[src/rtl/seq_detector_param.sv]
// Parametrised serial pattern detector: Moore FSM whose next-state table is derived from
// PATTERN at elaboration (KMP failure rule), with overlap select, clock enable and match counter.
module seq_detector_param #(
  parameter int                 PAT_LEN = 4,
  parameter logic [PAT_LEN-1:0] PATTERN = 4'b1001,
  parameter int                 CNT_W   = 8
) (
  input  logic             clk,
  input  logic             rst_n,
  input  logic             x,
  input  logic             en,
  input  logic             overlap,
  input  logic             clr_cnt,
  output logic             y,
  output logic [CNT_W-1:0] match_cnt,
  output logic             cnt_sat
);

  localparam int SW = $clog2(PAT_LEN + 1);
  localparam int NS = 1 << SW;

  localparam logic [SW-1:0] S0    = '0;
  localparam logic [SW-1:0] MATCH = SW'(PAT_LEN);

  if (PAT_LEN < 2 || PAT_LEN > 32) begin : g_bad_len
    $fatal(1, "seq_detector_param: PAT_LEN=%0d outside 2..32", PAT_LEN);
  end
  if (CNT_W < 1 || CNT_W > 32) begin : g_bad_cnt
    $fatal(1, "seq_detector_param: CNT_W=%0d outside 1..32", CNT_W);
  end

  // Next state from Sk on bit b: the history is the k-bit pattern prefix followed by b,
  // newest bit in position 0. Pick the longest suffix of that history that is also a
  // pattern prefix. For k=PAT_LEN this is the overlapping re-entry out of MATCH.
  function automatic logic [SW-1:0] kmp_next(input int k, input logic b);
    logic [32:0] h;
    logic [32:0] pre;
    logic [32:0] msk;
    int          lim;
    int          best;
    h    = ({1'b0, 32'(PATTERN)} >> (PAT_LEN - k)) << 1;
    h[0] = b;
    lim  = (k + 1 < PAT_LEN) ? k + 1 : PAT_LEN;
    best = 0;
    for (int j = 1; j <= lim; j++) begin
      msk = (33'd1 << j) - 33'd1;
      pre = ({1'b0, 32'(PATTERN)} >> (PAT_LEN - j)) & msk;
      if ((h & msk) == pre) best = j;
    end
    return SW'(best);
  endfunction

  function automatic logic [CNT_W-1:0] sat_inc(input logic [CNT_W-1:0] v);
    return (&v) ? v : v + CNT_W'(1);
  endfunction

  logic [SW-1:0] tab0 [NS];
  logic [SW-1:0] tab1 [NS];

  // Unreachable encodings above MATCH fall back to S0.
  for (genvar k = 0; k < NS; k++) begin : g_tab
    if (k <= PAT_LEN) begin : g_live
      localparam logic [SW-1:0] N0 = kmp_next(k, 1'b0);
      localparam logic [SW-1:0] N1 = kmp_next(k, 1'b1);
      assign tab0[k] = N0;
      assign tab1[k] = N1;
    end else begin : g_dead
      assign tab0[k] = S0;
      assign tab1[k] = S0;
    end
  end

  logic [SW-1:0]    state;
  logic [SW-1:0]    nxt_state;
  logic             hit;
  logic [CNT_W-1:0] cnt_nxt;

  always_comb begin
    nxt_state = state;
    if (en) begin
      if (state == MATCH && !overlap) nxt_state = x ? tab1[S0] : tab0[S0];
      else                            nxt_state = x ? tab1[state] : tab0[state];
    end
  end

  assign hit     = en & (nxt_state == MATCH);
  assign cnt_nxt = hit ? sat_inc(match_cnt) : match_cnt;

  always_ff @(posedge clk or negedge rst_n) begin
    if (!rst_n) begin
      state     <= S0;
      match_cnt <= '0;
      cnt_sat   <= 1'b0;
    end else begin
      state <= nxt_state;
      if (clr_cnt) begin
        match_cnt <= '0;
        cnt_sat   <= 1'b0;
      end else begin
        match_cnt <= cnt_nxt;
        cnt_sat   <= cnt_sat | (&cnt_nxt);
      end
    end
  end

  assign y = (state == MATCH);

endmodule

[config.mk]
export PLATFORM = sky130hd
export DESIGN_NAME = seq_detector_param
export DESIGN_NICKNAME = d
export VERILOG_FILES = /design/src/rtl/seq_detector_param.sv
export SDC_FILE = /design/constraint.sdc
export NUM_CORES = 1
export LEC_CHECK = 0
export ABC_AREA = 1
export CORE_ASPECT_RATIO = 1.2
export CORE_MARGIN = 1
export CORE_UTILIZATION = 45
export CTS_CLUSTER_DIAMETER = 60
export DETAILED_ROUTE_END_ITERATION = 16
export PLACE_DENSITY = 0.71
export SLEW_MARGIN = 10
export SYNTH_ARGS = -nofsm -noshare
export SYNTH_HDL_FRONTEND = slang
export SYNTH_SLANG_ARGS = --single-unit
[constraint.sdc]
create_clock -name clk -period 3.6 [get_ports clk]
set_clock_uncertainty 0.2 [all_clocks]
set_input_delay 0.72 -clock clk [delete_from_list [all_inputs] [get_ports clk]]
set_output_delay 0.72 -clock clk [all_outputs]
set_load 0.01 [all_outputs]
==> impl_metrics.tcl <==
set metrics [dict create \
    outcome "finished clean" \
    drc 0 \
    cts.sinks 12 \
    grt_max_degree 13 \
    synth_warnings 0 \
    multiInputGateArea_sq_um 455 \
    tritoncts "built" \
    period_needed_ps 2520 \
    rows 16 \
    design_area_sq_um 996 \
    gp_congestion 0.823 \
    dieHeight_microns 48.6 \
    clk_pin_slew_worst_paths_ps 70 \
    r2r_cells 11 \
    cp.arrival_ps 1600 \
    finalSetupViolCount 0 \
    met2_length_microns 850 \
    firstDrtPassIters 4 \
    placed_area_sq_um 973 \
    synth_cell_type_count 23 \
    synth.avg_cell_area_sq_um 7.35 \
    via_count 772 \
    timing.critical_path.to "y" \
    post-route-period-util_pct 70.0 \
    p_switching_uw 84.0 \
    die-area_sq_um 1990 \
    clock_latency_ps 270 \
    fin_nets 140 \
    wire_per_inst_microns 11.6 \
    cts_setup_buffers 0 \
    critPathMaxFanout 4 \
    syn-num-nets 122 \
    grt_pass1_wl_mm 2.73 \
    regArea_sq_um 300 \
    tightest_slew_ps 573 \
    drtAntennaViolNets 0 \
    hp-class "flop to flop" \
    rr_endpoint "cnt_sat$_DFF_PN0_" \
    p_int_uw 207 \
    initial_core_util_pct 49.1 \
    n_fill_cell 168 \
    wl_met3_microns 47 \
    cp-end-kind "output port" \
    cts_max_path_buffers 2 \
    r2r-start "match_cnt[0]$_DFF_PN0_" \
    cts_hold_buf 0 \
    cap_violations 0 \
    root_buffer "clkbuf_4" \
    die_x_microns 40.9 \
    top_layer_used "met4" \
    cts.htree.levels 1 \
    worstSetupStartpointType "flop" \
    synth-seq-cells 12 \
    path_class "flop to output port" \
    power_frac_comb_pct 20.7 \
    hpwl_mm 1.32 \
    cts_buffers 3 \
    m1WireLength_microns 751 \
    max_freq_ghz 0.397 \
    drive_above_1_share_pct 10.2 \
    io_pins 16 \
    switching_share_pct 28.9 \
    worstPathRequired_ps 2680 \
    area.growth.synth_to_final_pct 22.1 \
    power_density_nw_per_um2 292 \
    p_clk_share_pct 27.8 \
    syn-cell-area_sq_um 816 \
    ir_worst_vdd_uv 198 \
    yosysSeqAreaShare_pct 36.8 \
    rsz0062_at_grt "no" \
    drt_wl_total_mm 1.68 \
    crit_start "state[0]$_DFF_PN0_" \
    maxSlewViolCount 0 \
    cts_resized 0 \
    diodes 0 \
    first_global_vias 674 \
    io_buffers 15 \
    power_frac_seq_pct 51.5 \
    via_per_inst 5.32 \
    gr-usage-all-layers_pct 19.7 \
    hold_viol 0 \
    setup_tns_ps 0 \
    grt_antenna_before_repair 0 \
    grt_overflow_total 0 \
    first_iter_violations 5 \
    fp.coreArea_sq_um 1660 \
    power.leakage_nw 0.431 \
    max-slew-margin-rel_pct 61.7 \
    synthCells 111 \
    final_core_util_pct 59.9 \
    rrSetupSlack_ps 1780 \
]
-- state kept, by name, indices dropped and copies added (netlist names) --
name / cells
state: 3
cnt_sat: 1
match_cnt: 8
-- stage by stage --
stage	setup WS [ps]	hold WS [ps]	power, mW	cells
after floorplan	1870	224	0.191	111
after global placement	1130	318	0.212	142
after detailed placement	1080	325	0.214	142
after CTS	1060	343	0.294	145
after global routing	979	358	0.310	145
final	1080	337	0.291	145
-- per-layer routing --
| layer | vias up | track usage [%] |
|---|---|---|
| li1 | 394 | - |
| met1 | 359 | 23.9 |
| met2 | 15 | 32.3 |
| met3 | 4 | 2.75 |
| met4 | 0 | 8.33 |
| met5 | - | 0 |
-- worst min path at each step --
stage,from,endpoint,slack [ps],cells past startpoint
after floorplan,rst_n,cnt_sat$_DFF_PN0_,220,0
after CTS,cnt_sat$_DFF_PN0_,cnt_sat$_DFF_PN0_,340,2
after global placement,cnt_sat$_DFF_PN0_,cnt_sat$_DFF_PN0_,320,2
after global routing,cnt_sat$_DFF_PN0_,cnt_sat$_DFF_PN0_,360,2
final,cnt_sat$_DFF_PN0_,cnt_sat$_DFF_PN0_,340,2
after detailed placement,cnt_sat$_DFF_PN0_,cnt_sat$_DFF_PN0_,320,2
-- cell usage in the layout (no fill, tap or decap), types with 3 or more instances in the layout --
cell type        instances
ha_1                     5
clkbuf_4                 3
inv_1                   10
nand4_1                  4
dfrtp_1                 12
a21oi_1                  7
nand2_1                 33
nor2_1                  11
o21ai_0                  4
clkdlybuf4s50_1         15
nand3_1                  6
-- critical path, cell delays in order (launching register included) --
cell             delay (ps)
dfrtp_1                 380
inv_1                   130
ha_1                    160
nand2_1                  60
inv_1                    70
clkdlybuf4s50_1         530
-- cell usage after synthesis --
| library cell | count | share of area (%) |
|---|---|---|
| nand2_1 | 33 | 15 |
| dfrtp_1 | 12 | 37 |
| nor2_1 | 11 | 5.1 |
| inv_1 | 10 | 4.6 |
| a21oi_1 | 7 | 4.3 |
| nand3_1 | 6 | 3.7 |
| ha_1 | 5 | 7.7 |
| nand4_1 | 4 | 3.1 |
| o21ai_0 | 4 | 2.5 |
| inv_2 | 2 | 0.92 |
| nand2_2 | 2 | 1.5 |
| nand3b_1 | 2 | 1.8 |
| nor2_2 | 2 | 1.5 |
| nor2_4 | 2 | 2.8 |
| a21oi_2 | 1 | 1.1 |
| a22oi_1 | 1 | 0.92 |
| a31oi_1 | 1 | 0.77 |
| buf_1 | 1 | 0.46 |
| buf_6 | 1 | 1.4 |
| nand3_2 | 1 | 1.2 |
| nor3_1 | 1 | 0.61 |
| o32ai_1 | 1 | 1.1 |
| xnor2_1 | 1 | 1.1 |
-- layout make-up --
| cell class | instances | share of cell area, % |
|---|---|---|
| clock buffer | 3 | 2.26 |
| inverter | 12 | 4.52 |
| multi-input combinational | 85 | 45.7 |
| sequential | 12 | 30.2 |
| tap | 18 | 2.26 |
| timing repair buffer | 15 | 15.1 |
-- cell families (layout without fill, tap and decap cells) --
| kind of cell | after synthesis | in the layout | synth area share (%) |
|---|---|---|---|
| DFF | 12 | 12 | 36.8 |
| AOI/OAI and AO/OA | 15 | 15 | 10.6 |
| adders and majority gates | 5 | 5 | 7.67 |
| buffers and inverters | 14 | 30 | 7.36 |
| and+or+nand+nor | 64 | 64 | 36.5 |
| xor gates and xnor gates | 1 | 1 | 1.07 |
-- power by group through the flow --
stage / sequential, mW / combinational [mW] / clock (mW)
final: 0.150 / 0.0601 / 0.0808
after global routing: 0.151 / 0.0685 / 0.0898
after CTS: 0.150 / 0.0615 / 0.0828
after detailed placement: 0.153 / 0.0613 / 0
after global placement: 0.152 / 0.0600 / 0
after floorplan: 0.152 / 0.0389 / 0
(Power assumes the default switching activity.)
